[src/rtl/natv_bus_pkg.sv]
// ---------------------------------------------------------------------------
// natv_bus_pkg
// Shared types and constants for the natv bus router:
//   state_e      - router FSM states (IDLE / REQ / RESP)
//   err_cause_e  - sticky error cause encoding (none / miss / timeout)
//   DEF_RDATA    - read data returned on decode miss or slave timeout
//   DEF_SLV_BASE / DEF_SLV_MASK - default four-slave address map
// ---------------------------------------------------------------------------
package natv_bus_pkg;

    typedef enum logic [1:0] {
        ST_IDLE = 2'd0,
        ST_REQ  = 2'd1,
        ST_RESP = 2'd2
    } state_e;

    typedef enum logic [1:0] {
        ERR_NONE    = 2'd0,
        ERR_MISS    = 2'd1,
        ERR_TIMEOUT = 2'd2
    } err_cause_e;

    localparam logic [31:0] DEF_RDATA   = 32'hDEAD_BEEF;
    localparam int          DEF_NUM_SLV = 4;

    localparam logic [31:0] DEF_SLV_BASE [DEF_NUM_SLV] = '{
        32'h0000_0000, 32'h0300_0000, 32'h0400_0000, 32'h0800_0000
    };

    localparam logic [31:0] DEF_SLV_MASK [DEF_NUM_SLV] = '{
        32'hFF00_0000, 32'hFF00_0000, 32'hFF00_0000, 32'hFF80_0000
    };

endpackage

[src/rtl/natv_bus_router_if.sv]
// ---------------------------------------------------------------------------
// natv_bus_router_if
// Bundles the core-side request/response, the shared slave request fields,
// the per-slave responses and the error reporting signals of the router.
//   modport slave  - the router's view (takes core requests, drives slaves)
//   modport master - the environment's view (core master plus slave models)
// ---------------------------------------------------------------------------
interface natv_bus_router_if #(
    parameter int NUM_SLV = 4
);
    // core side
    logic                      core_valid_i;
    logic [31:0]               core_addr_i;
    logic [31:0]               core_wdata_i;
    logic [3:0]                core_wstrb_i;
    logic [31:0]               core_rdata_o;
    logic                      core_ready_o;
    // slave side
    logic [NUM_SLV-1:0]        slv_valid_o;
    logic [31:0]               slv_addr_o;
    logic [31:0]               slv_wdata_o;
    logic [3:0]                slv_wstrb_o;
    logic [NUM_SLV-1:0][31:0]  slv_rdata_i;
    logic [NUM_SLV-1:0]        slv_ready_i;
    // error reporting
    logic                      err_o;
    logic [31:0]               err_addr_o;
    logic [1:0]                err_cause_o;
    logic                      err_clr_i;

    modport slave (
        input  core_valid_i, core_addr_i, core_wdata_i, core_wstrb_i,
        output core_rdata_o, core_ready_o,
        output slv_valid_o, slv_addr_o, slv_wdata_o, slv_wstrb_o,
        input  slv_rdata_i, slv_ready_i,
        output err_o, err_addr_o, err_cause_o,
        input  err_clr_i
    );

    modport master (
        output core_valid_i, core_addr_i, core_wdata_i, core_wstrb_i,
        input  core_rdata_o, core_ready_o,
        input  slv_valid_o, slv_addr_o, slv_wdata_o, slv_wstrb_o,
        output slv_rdata_i, slv_ready_i,
        input  err_o, err_addr_o, err_cause_o,
        output err_clr_i
    );

endinterface

[src/rtl/natv_bus_addr_dec.sv]
// ---------------------------------------------------------------------------
// natv_bus_addr_dec
// Combinational address decoder. A slave k matches when
// (addr & SLV_MASK[k]) == SLV_BASE[k]; the lowest matching index wins.
//   addr - request address
//   hit  - one-hot vector of the winning slave (all zero on miss)
//   idx  - encoded index of the winning slave (zero on miss)
//   miss - no slave matched
// ---------------------------------------------------------------------------
module natv_bus_addr_dec #(
    parameter int          NUM_SLV = 4,
    parameter logic [31:0] SLV_BASE [NUM_SLV] = natv_bus_pkg::DEF_SLV_BASE,
    parameter logic [31:0] SLV_MASK [NUM_SLV] = natv_bus_pkg::DEF_SLV_MASK
) (
    input  logic [31:0]                  addr,
    output logic [NUM_SLV-1:0]           hit,
    output logic [$clog2(NUM_SLV)-1:0]   idx,
    output logic                         miss
);
    localparam int IDX_W = $clog2(NUM_SLV);

    // Priority match: scan upward and keep only the first match found.
    always_comb begin
        hit  = '0;
        idx  = '0;
        miss = 1'b1;
        for (int k = 0; k < NUM_SLV; k++) begin
            if (miss && ((addr & SLV_MASK[k]) == SLV_BASE[k])) begin
                hit[k] = 1'b1;
                idx    = IDX_W'(k);
                miss   = 1'b0;
            end else begin
                // a lower index already won, or this slave does not match
            end
        end
    end

endmodule

[src/rtl/natv_bus_router.sv]
// ---------------------------------------------------------------------------
// natv_bus_router
// Routes one core request at a time to one of NUM_SLV slaves and returns the
// slave response. Decode misses and slave timeouts answer with DEF_RDATA,
// pulse err_o and update the sticky err_addr_o / err_cause_o fields.
//   clk_i   - single clock
//   rst_n_i - asynchronous active-low reset
//   bus     - natv_bus_router_if.slave (core, slave and error signals)
// Legal NUM_SLV range is 2..8. TIMEOUT_CYC = 0 disables the slave timeout.
// ---------------------------------------------------------------------------
module natv_bus_router #(
    parameter int          NUM_SLV     = 4,
    parameter logic [31:0] SLV_BASE [NUM_SLV] = natv_bus_pkg::DEF_SLV_BASE,
    parameter logic [31:0] SLV_MASK [NUM_SLV] = natv_bus_pkg::DEF_SLV_MASK,
    parameter int          TIMEOUT_CYC = 1024,
    parameter logic [31:0] DEF_RDATA   = natv_bus_pkg::DEF_RDATA
) (
    input  logic             clk_i,
    input  logic             rst_n_i,
    natv_bus_router_if.slave bus
);
    import natv_bus_pkg::*;

    localparam int          IDX_W   = $clog2(NUM_SLV);
    localparam bit          TO_EN   = (TIMEOUT_CYC != 0);
    localparam logic [31:0] TO_LAST = 32'(TIMEOUT_CYC - 1);

    generate
        if (NUM_SLV < 2 || NUM_SLV > 8) begin : g_bad_num_slv
            $error("natv_bus_router: NUM_SLV must be within 2..8");
        end
    endgenerate

    state_e             state_r;
    logic [IDX_W-1:0]   idx_r;
    logic [31:0]        cnt_r;
    logic [NUM_SLV-1:0] slv_valid_r;
    logic [31:0]        slv_addr_r;
    logic [31:0]        slv_wdata_r;
    logic [3:0]         slv_wstrb_r;
    logic               core_ready_r;
    logic [31:0]        core_rdata_r;
    logic               err_r;
    logic [31:0]        err_addr_r;
    err_cause_e         err_cause_r;

    logic [NUM_SLV-1:0] dec_hit_s;
    logic [IDX_W-1:0]   dec_idx_s;
    logic               dec_miss_s;
    logic               start_s;
    logic               miss_s;
    logic               done_s;
    logic               timeout_s;
    logic               err_evt_s;

    natv_bus_addr_dec #(
        .NUM_SLV  (NUM_SLV),
        .SLV_BASE (SLV_BASE),
        .SLV_MASK (SLV_MASK)
    ) u_addr_dec (
        .addr (bus.core_addr_i),
        .hit  (dec_hit_s),
        .idx  (dec_idx_s),
        .miss (dec_miss_s)
    );

    // Per-cycle events: request accepted, decode miss, slave done, timeout.
    // Ready from the selected slave is checked first so it beats a timeout.
    always_comb begin
        start_s   = 1'b0;
        miss_s    = 1'b0;
        done_s    = 1'b0;
        timeout_s = 1'b0;
        case (state_r)
            ST_IDLE: begin
                start_s = bus.core_valid_i & ~dec_miss_s;
                miss_s  = bus.core_valid_i &  dec_miss_s;
            end
            ST_REQ: begin
                done_s    = bus.slv_ready_i[idx_r];
                timeout_s = TO_EN && !done_s && (cnt_r == TO_LAST);
            end
            default: begin
                // RESP and unused encodings raise no events
            end
        endcase
    end

    assign err_evt_s = miss_s | timeout_s;

    // Main FSM: request registers, slave valid, timeout counter, response.
    always_ff @(posedge clk_i or negedge rst_n_i) begin
        if (!rst_n_i) begin
            state_r      <= ST_IDLE;
            idx_r        <= '0;
            cnt_r        <= 32'd0;
            slv_valid_r  <= '0;
            slv_addr_r   <= 32'd0;
            slv_wdata_r  <= 32'd0;
            slv_wstrb_r  <= 4'd0;
            core_ready_r <= 1'b0;
            core_rdata_r <= 32'd0;
        end else begin
            core_ready_r <= 1'b0;
            case (state_r)
                ST_IDLE: begin
                    if (start_s) begin
                        state_r     <= ST_REQ;
                        idx_r       <= dec_idx_s;
                        slv_valid_r <= dec_hit_s;
                        slv_addr_r  <= bus.core_addr_i;
                        slv_wdata_r <= bus.core_wdata_i;
                        slv_wstrb_r <= bus.core_wstrb_i;
                        cnt_r       <= 32'd0;
                    end else if (miss_s) begin
                        state_r      <= ST_RESP;
                        core_ready_r <= 1'b1;
                        core_rdata_r <= DEF_RDATA;
                    end else begin
                        state_r <= ST_IDLE;
                    end
                end
                ST_REQ: begin
                    if (done_s) begin
                        state_r      <= ST_RESP;
                        slv_valid_r  <= '0;
                        core_ready_r <= 1'b1;
                        core_rdata_r <= bus.slv_rdata_i[idx_r];
                    end else if (timeout_s) begin
                        state_r      <= ST_RESP;
                        slv_valid_r  <= '0;
                        core_ready_r <= 1'b1;
                        core_rdata_r <= DEF_RDATA;
                    end else begin
                        // with the timeout disabled the counter may wrap harmlessly
                        cnt_r <= cnt_r + 32'd1;
                    end
                end
                ST_RESP: begin
                    state_r <= ST_IDLE;
                end
                default: begin
                    state_r     <= ST_IDLE;
                    slv_valid_r <= '0;
                end
            endcase
        end
    end

    // Error pulse and sticky error fields; a new error beats a clear.
    always_ff @(posedge clk_i or negedge rst_n_i) begin
        if (!rst_n_i) begin
            err_r       <= 1'b0;
            err_addr_r  <= 32'd0;
            err_cause_r <= ERR_NONE;
        end else begin
            err_r <= err_evt_s;
            if (miss_s) begin
                err_addr_r  <= bus.core_addr_i;
                err_cause_r <= ERR_MISS;
            end else if (timeout_s) begin
                err_addr_r  <= slv_addr_r;
                err_cause_r <= ERR_TIMEOUT;
            end else if (bus.err_clr_i) begin
                err_addr_r  <= 32'd0;
                err_cause_r <= ERR_NONE;
            end else begin
                err_addr_r  <= err_addr_r;
                err_cause_r <= err_cause_r;
            end
        end
    end

    assign bus.core_ready_o = core_ready_r;
    assign bus.core_rdata_o = core_rdata_r;
    assign bus.slv_valid_o  = slv_valid_r;
    assign bus.slv_addr_o   = slv_addr_r;
    assign bus.slv_wdata_o  = slv_wdata_r;
    assign bus.slv_wstrb_o  = slv_wstrb_r;
    assign bus.err_o        = err_r;
    assign bus.err_addr_o   = err_addr_r;
    assign bus.err_cause_o  = err_cause_r;

endmodule

[src/flat_wrapper.sv]
// flat-port wrapper written by rule: the top's interface ports become plain ports
module natv_bus_router_flat import natv_bus_pkg::*;
#(
    parameter int          NUM_SLV     = 4,
    parameter logic [31:0] SLV_BASE [NUM_SLV] = natv_bus_pkg::DEF_SLV_BASE,
    parameter logic [31:0] SLV_MASK [NUM_SLV] = natv_bus_pkg::DEF_SLV_MASK,
    parameter int          TIMEOUT_CYC = 1024,
    parameter logic [31:0] DEF_RDATA   = natv_bus_pkg::DEF_RDATA
)
  (clk_i, rst_n_i, bus_core_valid_i, bus_core_addr_i, bus_core_wdata_i, bus_core_wstrb_i, bus_core_rdata_o, bus_core_ready_o, bus_slv_valid_o, bus_slv_addr_o, bus_slv_wdata_o, bus_slv_wstrb_o, bus_slv_rdata_i, bus_slv_ready_i, bus_err_o, bus_err_addr_o, bus_err_cause_o, bus_err_clr_i);
  natv_bus_router_if #(.NUM_SLV(NUM_SLV)) bus_i ();
  input  logic clk_i;
  input  logic rst_n_i;
  input wire logic [$bits(bus_i.core_valid_i)-1:0] bus_core_valid_i;
  input wire logic [$bits(bus_i.core_addr_i)-1:0] bus_core_addr_i;
  input wire logic [$bits(bus_i.core_wdata_i)-1:0] bus_core_wdata_i;
  input wire logic [$bits(bus_i.core_wstrb_i)-1:0] bus_core_wstrb_i;
  output wire logic [$bits(bus_i.core_rdata_o)-1:0] bus_core_rdata_o;
  output wire logic [$bits(bus_i.core_ready_o)-1:0] bus_core_ready_o;
  output wire logic [$bits(bus_i.slv_valid_o)-1:0] bus_slv_valid_o;
  output wire logic [$bits(bus_i.slv_addr_o)-1:0] bus_slv_addr_o;
  output wire logic [$bits(bus_i.slv_wdata_o)-1:0] bus_slv_wdata_o;
  output wire logic [$bits(bus_i.slv_wstrb_o)-1:0] bus_slv_wstrb_o;
  input wire logic [$bits(bus_i.slv_rdata_i)-1:0] bus_slv_rdata_i;
  input wire logic [$bits(bus_i.slv_ready_i)-1:0] bus_slv_ready_i;
  output wire logic [$bits(bus_i.err_o)-1:0] bus_err_o;
  output wire logic [$bits(bus_i.err_addr_o)-1:0] bus_err_addr_o;
  output wire logic [$bits(bus_i.err_cause_o)-1:0] bus_err_cause_o;
  input wire logic [$bits(bus_i.err_clr_i)-1:0] bus_err_clr_i;
  assign bus_i.core_valid_i = bus_core_valid_i;
  assign bus_i.core_addr_i = bus_core_addr_i;
  assign bus_i.core_wdata_i = bus_core_wdata_i;
  assign bus_i.core_wstrb_i = bus_core_wstrb_i;
  assign bus_core_rdata_o = bus_i.core_rdata_o;
  assign bus_core_ready_o = bus_i.core_ready_o;
  assign bus_slv_valid_o = bus_i.slv_valid_o;
  assign bus_slv_addr_o = bus_i.slv_addr_o;
  assign bus_slv_wdata_o = bus_i.slv_wdata_o;
  assign bus_slv_wstrb_o = bus_i.slv_wstrb_o;
  assign bus_i.slv_rdata_i = bus_slv_rdata_i;
  assign bus_i.slv_ready_i = bus_slv_ready_i;
  assign bus_err_o = bus_i.err_o;
  assign bus_err_addr_o = bus_i.err_addr_o;
  assign bus_err_cause_o = bus_i.err_cause_o;
  assign bus_i.err_clr_i = bus_err_clr_i;
  natv_bus_router #(.NUM_SLV(NUM_SLV), .SLV_BASE(SLV_BASE), .SLV_MASK(SLV_MASK), .TIMEOUT_CYC(TIMEOUT_CYC), .DEF_RDATA(DEF_RDATA)) u_core (.clk_i(clk_i), .rst_n_i(rst_n_i), .bus(bus_i));
endmodule
[config.mk]
export PLATFORM = sky130hd
export DESIGN_NAME = natv_bus_router_flat
export DESIGN_NICKNAME = d
export VERILOG_FILES = /design/src/rtl/natv_bus_pkg.sv /design/src/rtl/natv_bus_router_if.sv /design/src/rtl/natv_bus_addr_dec.sv /design/src/rtl/natv_bus_router.sv /design/src/flat_wrapper.sv
export SDC_FILE = /design/constraint.sdc
export NUM_CORES = 1
export LEC_CHECK = 0
export CAP_MARGIN = 20
export CELL_PAD_IN_SITES_DETAIL_PLACEMENT = 1
export CELL_PAD_IN_SITES_GLOBAL_PLACEMENT = 2
export CORE_MARGIN = 1
export CORE_UTILIZATION = 40
export DETAILED_ROUTE_END_ITERATION = 6
export DONT_BUFFER_PORTS = 1
export PLACE_DENSITY_LB_ADDON = 0.1
export SETUP_SLACK_MARGIN = 0.2
export SLEW_MARGIN = 25
export SYNTH_ARGS = -nofsm -noshare
export SYNTH_HDL_FRONTEND = slang
export SYNTH_SLANG_ARGS = --single-unit
[constraint.sdc]
create_clock -name clk_i -period 4.6 [get_ports clk_i]
set_input_delay 0.92 -clock clk_i [delete_from_list [all_inputs] [get_ports clk_i]]
set_output_delay 0.92 -clock clk_i [all_outputs]
set_load 0.005 [all_outputs]
==> results.toml, run 1 <==
[status]
status = "finished clean"

[logic_synthesis]
yosysTopAreaCell = "dfrtp_1"
synthFlopType = "dfrtp_1"
synthCells = 781
synth.most_common_cell = "nand2_1"
syn_nets = 986
synthTopCellsByArea = "dfrtp_1, nand2_1, mux4_2"
avgSynthCellArea_um2 = 10.42
synth_commonest_cells = "nand2_1, dfrtp_1, clkbuf_1, nor2_1, mux4_2"
ys_warn_count = 0
ys_seq_elements = 176
async_reset_ff_share_pct = 100.0
synth-edff-count = 0
synth.top_cell.area_share_pct = 54.14
syn-cell-area_um2 = 8135
yosysUniqueCellTypes = 51
yosysSeqAreaShare_pct = 54.14

[setup_path]
arrival_ps = 3430
required_ps = 4920
end_kind = "flip-flop"
reg2reg_depth = 6
cp_num_buf_inv = 1
cpMaxStageDelayCell = "nor4_2"
critPathLaunchType = "input port"
cp.depth = 6
crit_chain = "nor4_2 > nor3b_1 > and3_2 > buf_12 > nor2_1 > a31o_2"
worst-path-max-fanout = 75
path_delay_family = "simple AND/OR/NAND/NOR gates"
cpPeakStageDelay_ps = 660
path_class = "input port to flip-flop"

[global_route]
grt_pass1_wl_um = 35640
antenna_found_initial = 1
overflow = 0
grt_max_degree = 177
grt.total_usage_pct = 22.95
first_global_vias = 6562

[clocking]
postCtsSetupRepairBufs = 0
cts_tree = "done"
clk_latency_ps = 440
ctsHtreeMaxLevel = 4
clk_pin_slew_ps = 80
cts_hold_buffers = 0
root_buffer = "clkbuf_16"
cts_sinks = 176
cts-buffers-inserted = 17
cts_resized = 0
clockBufferDepth = 2

[timing]
clock_skew_ps = 11.85
slew_violations = 0
tightest_slew_ps = 962.0
holdWs_ps = 169.3
hold_viol_final = 0
tns_ps = 0
rsz0062_at_grt = "no"
relSlewSlack_pct = 35.87
max_freq_ghz = 0.3217
finalSetupViolations = 0
final.min_clock_period_ps = 3109
post-route-period-util_pct = 67.58

[layout]
utilization_pct = 45.79
drive_gt1_share_pct = 12.61
fillers = 2143
areaGrowthSynthToFinish_pct = 10.98
nets = 969

[floorplan]
die_x_um = 144.6
rows = 51
core_um2 = 19720
dieArea_um2 = 20910
start_util_pct = 41.26
fp.dieH_um = 144.6
io_pins = 344

[routing]
initialDrtViolationCount = 276
num_vias = 5924
drtAntennaViolNets = 0
drc = 0
first_pass_iters = 4
dr_wl_met2_um = 12460
routed.top_layer = "met4"
wl_per_cell_um = 23.05
wl_met1_um = 9037
drt_wl_total_um = 24040
vias_per_cell = 5.680
dr_wl_met3_um = 2064

[power_and_ir_drop]
peakVddDrop_uv = 263.2
leakage_nw = 4.084
powerDensity_nw_per_um2 = 383.0

[placement]
dpl.hpwl_um = 17250
gp_congestion = 0.7715
port_buffers = 0

[flow_run]
maxCapViolations = 0

[hold_path]
hold_path.class = "input port to async pin"
[area by class of cell]
type                       instances  area, µm²  area share, %
sequential                       176       4405          48.79
multi-input combinational        550       3536          39.16
clock buffer                      18      439.2          4.864
tap                              265      331.6          3.672
clock inverter                    14      181.4          2.009
timing repair buffer              11      102.6          1.136
inverter                           8      30.03         0.3326
antenna                            1      2.502        0.02772
[final timing paths]
path                                             from                          to  slack [ps]
hold / removal                                rst_n_i   u_core.bus.slv_wdata_o[3]         170
setup / recovery                  bus_core_addr_i[28]            u_core.cnt_r[28]        1490
min in group clk_i         u_core.bus.slv_wdata_o[24]  u_core.bus.slv_wdata_o[24]         520
hold reg to reg            u_core.bus.slv_wdata_o[24]  u_core.bus.slv_wdata_o[24]         520
max in group asynchronous                     rst_n_i             u_core.idx_r[0]        4110
setup reg to reg                      u_core.idx_r[1]            u_core.cnt_r[28]        1620
[power by group]
part,internal (mW),total (mW),switching (mW)
Combinational,0.0879,0.192,0.104
Clock,0.845,1.53,0.680
Sequential,1.64,1.74,0.0991
[flip-flops by register name, indices dropped and copies added (netlist names)]
register,count
u_core.bus.core_rdata_o,32
u_core.bus.err_addr_o,32
u_core.bus.slv_addr_o,32
u_core.bus.slv_wdata_o,32
u_core.cnt_r,32
u_core.bus.slv_valid_o,4
u_core.bus.slv_wstrb_o,4
u_core.bus.err_cause_o,2
u_core.idx_r,2
u_core.state_r,2
u_core.bus.core_ready_o,1
u_core.bus.err_o,1
[per-stage QoR]
step | cells | cell area (µm²) | power, mW | setup slack (ps)
floorplan | 781 | 8135 | 1.887 | 1907
global placement | 1009 | 8391 | 1.954 | 1135
detailed placement | 1009 | 8391 | 1.966 | 996.1
CTS | 1041 | 9011 | 3.503 | 1443
global route | 1043 | 9029 | 3.602 | 1238
finish | 1043 | 9029 | 3.458 | 1491
[cell families (layout without fill, tap and decap cells)]
family                   count (synthesis)  count (layout)  share of synthesized area [%]
AO/OA/AOI/OAI                           89              89                          8.305
XOR/XNOR                                26              26                          2.799
adder cells (fa/ha/maj)                  1               1                         0.1538
buffers and inverters                   55              51                          2.845
flip-flops                             176             176                          54.14
multiplexers                            39              39                          9.920
other                                    0               1                              0
AND/OR/NAND/NOR                        395             395                          21.84
[layer usage]
metal / track usage [%] / vias up
li1: - / 2660
met1: 26.11 / 3010
met2: 40.01 / 229
met3: 7.649 / 25
met4: 8.089 / 0
met5: 0 / -
[worst reg2reg max path: cells and delay by family, from the launching register on]
family / cells / cell delay [ps]
simple gates: 2 / 1340
mux: 1 / 480
buf+inv: 1 / 380
compound gates: 2 / 350
flops: 1 / 320
[layout by cell type, fill, tap and decap left out, types with 2 or more instances in the layout]
cell type	n
or3_1	2
nand4_1	6
nor3_1	8
o21ai_0	7
a21oi_1	7
o211ai_1	2
bufinv_16	2
nor4_4	4
buf_4	9
or2_2	2
nor3b_1	3
inv_1	7
a22oi_1	32
nand2b_1	3
a211oi_4	2
nand3b_1	2
mux2_2	3
and3_1	5
nor2_1	34
dfrtp_1	175
o22a_1	24
clkbuf_16	17
inv_8	4
inv_6	6
mux2i_1	3
and4_1	6
nor4_1	11
mux4_2	33
a22o_1	8
nand2_1	278
nand3_1	12
and2_1	7
xnor2_1	25
(Power assumes the default switching activity.)
==> run 2: changes to the inputs <==
--- a/config.mk
+++ b/config.mk
@@ -9,7 +9,7 @@
 export CELL_PAD_IN_SITES_DETAIL_PLACEMENT = 1
 export CELL_PAD_IN_SITES_GLOBAL_PLACEMENT = 2
 export CORE_MARGIN = 1
-export CORE_UTILIZATION = 40
+export CORE_UTILIZATION = 34
 export DETAILED_ROUTE_END_ITERATION = 6
 export DONT_BUFFER_PORTS = 1
 export PLACE_DENSITY_LB_ADDON = 0.1
==> constraint.sdc (replaced) <==
create_clock -name clk_i -period 2.5 [get_ports clk_i]
set_input_delay 0.5 -clock clk_i [delete_from_list [all_inputs] [get_ports clk_i]]
set_output_delay 0.5 -clock clk_i [all_outputs]
set_load 0.005 [all_outputs]
==> results.toml, run 2 (synthesized netlist as in run 1, its figures left out) <==
[global_route]
grt_max_degree = 177
grt.total_usage_pct = 19.82
first_global_vias = 6530
antenna_found_initial = 1
overflow = 0
grt_pass1_wl_um = 36940

[layout]
areaGrowthSynthToFinish_pct = 14.63
layout_commonest_cell = "nand2_1"
stdcell_area_um2 = 9325
layout_common_cells = "nand2_1, dfrtp_1, nor2_1, mux4_2, a22oi_1"
fillers = 2621
nets = 988
drive_gt1_share_pct = 16.21

[setup_path]
critPathLaunchType = "flip-flop"
end_kind = "flip-flop"
required_ps = 2860
worst-path-max-fanout = 35
arrival_ps = 2640
path_class = "flip-flop to flip-flop"

[timing]
tns_ps = 0
max_freq_ghz = 0.4375
rsz0062_at_grt = "yes"
slew_violations = 0
holdWs_ps = -231.5
hold_viol_final = 176
relSlewSlack_pct = 58.41
clock_skew_ps = 16.53
final.min_clock_period_ps = 2286
finalSetupViolations = 0
tightest_slew_ps = 623.8
post-route-period-util_pct = 91.43

[routing]
drc = 0
wl_per_cell_um = 21.91
first_pass_iters = 4
initialDrtViolationCount = 281
drtAntennaViolNets = 0
vias_per_cell = 5.428
drt_wl_total_um = 24450
num_vias = 6058

[hold_path]
hold_path.class = "input port to async pin"

[floorplan]
die_x_um = 156.7
io_pins = 344
rows = 56
core_um2 = 23470
dieArea_um2 = 24550
start_util_pct = 34.66
fp.dieH_um = 156.7

[status]
status = "finished with violations"
failed_checks = "negative hold slack"

[placement]
place_area_um2 = 8658
gp_congestion = 0.8087
dpl.hpwl_um = 17690
port_buffers = 0

[power_and_ir_drop]
peakVddDrop_uv = 367.9
powerDensity_nw_per_um2 = 669.0
leakage_nw = 4.190

[clocking]
clk_pin_slew_ps = 80
clk_latency_ps = 440
cts_tree = "done"
ctsHtreeMaxLevel = 4
cts-buffers-inserted = 17
root_buffer = "clkbuf_16"
clockBufferDepth = 2
cts_sinks = 176

[flow_run]
maxCapViolations = 0
run 2: cell count changes in the layout (fill, tap and decap cells not counted), sizes merged:
| cell | change |
|---|---|
| clkbuf | -1 |
| bufinv | -2 |
| buf | +19 |
| clkinv | +4 |
| clkinvlp | -1 |
run 2: worst max-delay path: stages (launching register included):
cell     delay (ps)
dfrtp_2         370
mux4_2          570
nor3b_2         180
buf_4           190
and2_1          200
buf_4           420
a22oi_1         170
nand2_1          90
run 2: cell type report:
type	instances	area (µm²)	area share (%)
Multi-Input combinational cell	550	3612	38.74
Tap cell	319	399.1	4.280
Sequential cell	176	4405	47.24
Clock buffer	17	425.4	4.562
Antenna cell	1	2.502	0.02683
Inverter	8	30.03	0.3220
Timing Repair Buffer	30	291.5	3.126
Clock inverter	15	158.9	1.704
run 2: metrics by stage:
stage,worst slack [ps],cells,power (mW),utilization [%],hold WS (ps)
floorplan,227.4,781,3.473,-,204.4
global placement,88.91,1083,3.619,36.89,218.2
detailed placement,8.438,1083,3.644,36.89,217.8
CTS,199.9,1115,6.332,39.42,-251.6
global route,99.31,1116,6.510,39.73,-255.9
finish,214.1,1116,6.239,39.73,-231.5
run 2: report_power, final:
part	total (mW)	internal [mW]	switching, mW
registers	3.20	3.02	0.186
clock network	2.66	1.35	1.31
logic	0.378	0.176	0.202
total	6.24	4.54	1.70
run 2: worst paths after layout:
kind | end | from | cells past startpoint | slack (ps)
worst max-delay path | u_core.bus.err_addr_o[24] | u_core.idx_r[0] | 7 | 210
worst min-delay path | u_core.bus.core_rdata_o[30] | rst_n_i | 0 | -230
worst max register to register | u_core.bus.err_addr_o[24] | u_core.idx_r[0] | 7 | 210
worst min register to register | u_core.cnt_r[4] | u_core.cnt_r[4] | 1 | 510
max in group asynchronous | u_core.bus.slv_addr_o[26] | rst_n_i | 0 | 2470
min in group clk_i | u_core.bus.slv_wdata_o[3] | bus_core_wdata_i[3] | 2 | 160
run 2: per-layer routing:
metal,vias up,global-route usage (%),routed length [µm]
met5,-,0,0
met4,0,6.022,463
met3,26,7.449,2321
met2,242,33.08,12120
met1,3098,23.62,9545
li1,2692,-,-
run 2: repair_timing:
item                       CTS  global route
buffers inserted             0             0
resized for setup            2            14
hold endpoints to repair   176           176
setup endpoints to repair    4            71
==> run 3: changes to the inputs <==
--- a/config.mk
+++ b/config.mk
@@ -10,9 +10,10 @@
 export CELL_PAD_IN_SITES_GLOBAL_PLACEMENT = 2
 export CORE_MARGIN = 1
 export CORE_UTILIZATION = 34
+export CTS_CLUSTER_DIAMETER = 100
 export DETAILED_ROUTE_END_ITERATION = 6
 export DONT_BUFFER_PORTS = 1
-export PLACE_DENSITY_LB_ADDON = 0.1
+export PLACE_DENSITY = 0.85
 export SETUP_SLACK_MARGIN = 0.2
 export SLEW_MARGIN = 25
 export SYNTH_ARGS = -nofsm -noshare
==> results.toml, run 3 (synthesized netlist as in run 1, its figures left out) <==
[layout]
fillers = 2579
multi_input_comb_area_um2 = 3640
stdcell_count = 1143
areaGrowthSynthToFinish_pct = 18.01
utilization_pct = 40.90
seq_area_um2 = 4405
layout_commonest_cell = "nand2_1"
nets = 1011
layout_common_cells = "nand2_1, dfrtp_1, buf_4, nor2_1, mux4_2"
drive_gt1_share_pct = 18.32

[timing]
finalSetupViolations = 0
rsz0062_at_grt = "yes"
clock_skew_ps = 14.77
slew_violations = 0
post-route-period-util_pct = 89.46
tightest_slew_ps = 608.5
max_freq_ghz = 0.4471
relSlewSlack_pct = 59.43
holdWs_ps = -242.4
hold_viol_final = 176
final.min_clock_period_ps = 2237
tns_ps = 0

[setup_path]
reg2reg_depth = 6
path_class = "flip-flop to flip-flop"
crit_path_start = "u_core.idx_r[0]"
worst-path-max-fanout = 12
r2r-end = "u_core.cnt_r[9]"
required_ps = 2820
end_kind = "flip-flop"
r2r-start = "u_core.idx_r[0]"
regToRegSetupSlack_ps = 260
arrival_ps = 2560
critPathLaunchType = "flip-flop"

[routing]
first_pass_iters = 4
vias_per_cell = 5.291
drt_wl_total_um = 24500
num_vias = 6048
wl_per_cell_um = 21.43
initialDrtViolationCount = 282
drc = 0
drtAntennaViolNets = 0

[clocking]
clockBufferDepth = 2
cts_sinks = 176
cts-buffers-inserted = 17
ctsHtreeMaxLevel = 4
root_buffer = "clkbuf_16"
clk_pin_slew_ps = 80
cts_tree = "done"
clk_latency_ps = 430

[floorplan]
die_x_um = 156.7
fp.dieH_um = 156.7
rows = 56
dieArea_um2 = 24550
core_um2 = 23470
io_pins = 344
start_util_pct = 34.66

[global_route]
overflow = 0
grt_max_degree = 177
grt_pass1_wl_um = 36380
antenna_found_initial = 5
grt.total_usage_pct = 19.69
first_global_vias = 6380

[placement]
port_buffers = 0
dpl.hpwl_um = 17410
dp.cells = 1093
gp_congestion = 0.7897

[power_and_ir_drop]
peakVddDrop_uv = 379.4
leakage_nw = 4.340
powerDensity_nw_per_um2 = 665.4

[status]
status = "finished with violations"
failed_checks = "negative hold slack"

[flow_run]
maxCapViolations = 0

[hold_path]
hold_path.class = "input port to async pin"
-- run 3: changes by cell type in the layout (fill, tap and decap cells not counted), moves of 3 or more --
cell | previous run | this run
diode_2 | 1 | 5
clkinv_8 | 3 | 0
buf_4 | 24 | 44
nor4_2 | 6 | 3
buf_12 | 5 | 8
-- run 3: worst max-delay path, stage by stage (launching register included) --
cell and delay, ps:
dfrtp_2 370, mux4_2 580, or3b_4 470, buf_12 170, nor4_1 330, xnor2_1 160, nor2_1 60
-- run 3: timing repair --
item,4_1_cts,5_1_grt
resized for setup,7,14
pin swaps,2,6
setup buffers,4,9
setup endpoints to repair,85,82
endpoints found under the hold margin,176,176
-- run 3: worst max path at each step --
stage,end,cells after the start
global route,u_core.bus.err_addr_o[12],10
finish,u_core.cnt_r[9],6
floorplan,u_core.cnt_r[28],6
CTS,u_core.cnt_r[28],7
global placement,u_core.cnt_r[4],8
detailed placement,u_core.bus.core_rdata_o[12],9
-- run 3: area by class of cell --
class	count	area share (%)
flip-flops and latches	176	45.89
multi-input cells	550	37.91
repair buffers	53	5.265
clock buffers	18	4.574
well taps	319	4.157
clock inverters	14	1.759
inverters	8	0.3128
diodes	5	0.1303
-- run 3: report_power, final --
part	internal, mW	switching, mW	total (mW)	leakage (nW)
combinational	0.194	0.207	0.401	1.78
sequential	3.02	0.180	3.20	2.26
clock	1.54	1.24	2.79	0.301
total	4.76	1.63	6.39	4.34
-- run 3: through the flow --
stage	instance area, µm²	power, mW	setup WS, ps	hold WS, ps
after detailed placement	8746	3.641	-63.17	207.5
after floorplan	8135	3.473	227.4	204.4
after global routing	9600	6.665	141.9	-276.1
after global placement	8746	3.621	-4.641	207.9
after CTS	9444	6.497	205.1	-268.2
final	9600	6.388	263.4	-242.4
-- run 3: layer usage --
metal / GRT usage, % / wire length, µm / share of wire (%)
met1: 22.29 / 9236 / 38
met2: 34.12 / 12620 / 52
met3: 5.926 / 2054 / 8.4
met4: 8.777 / 589 / 2.4
met5: 0 / 0 / 0
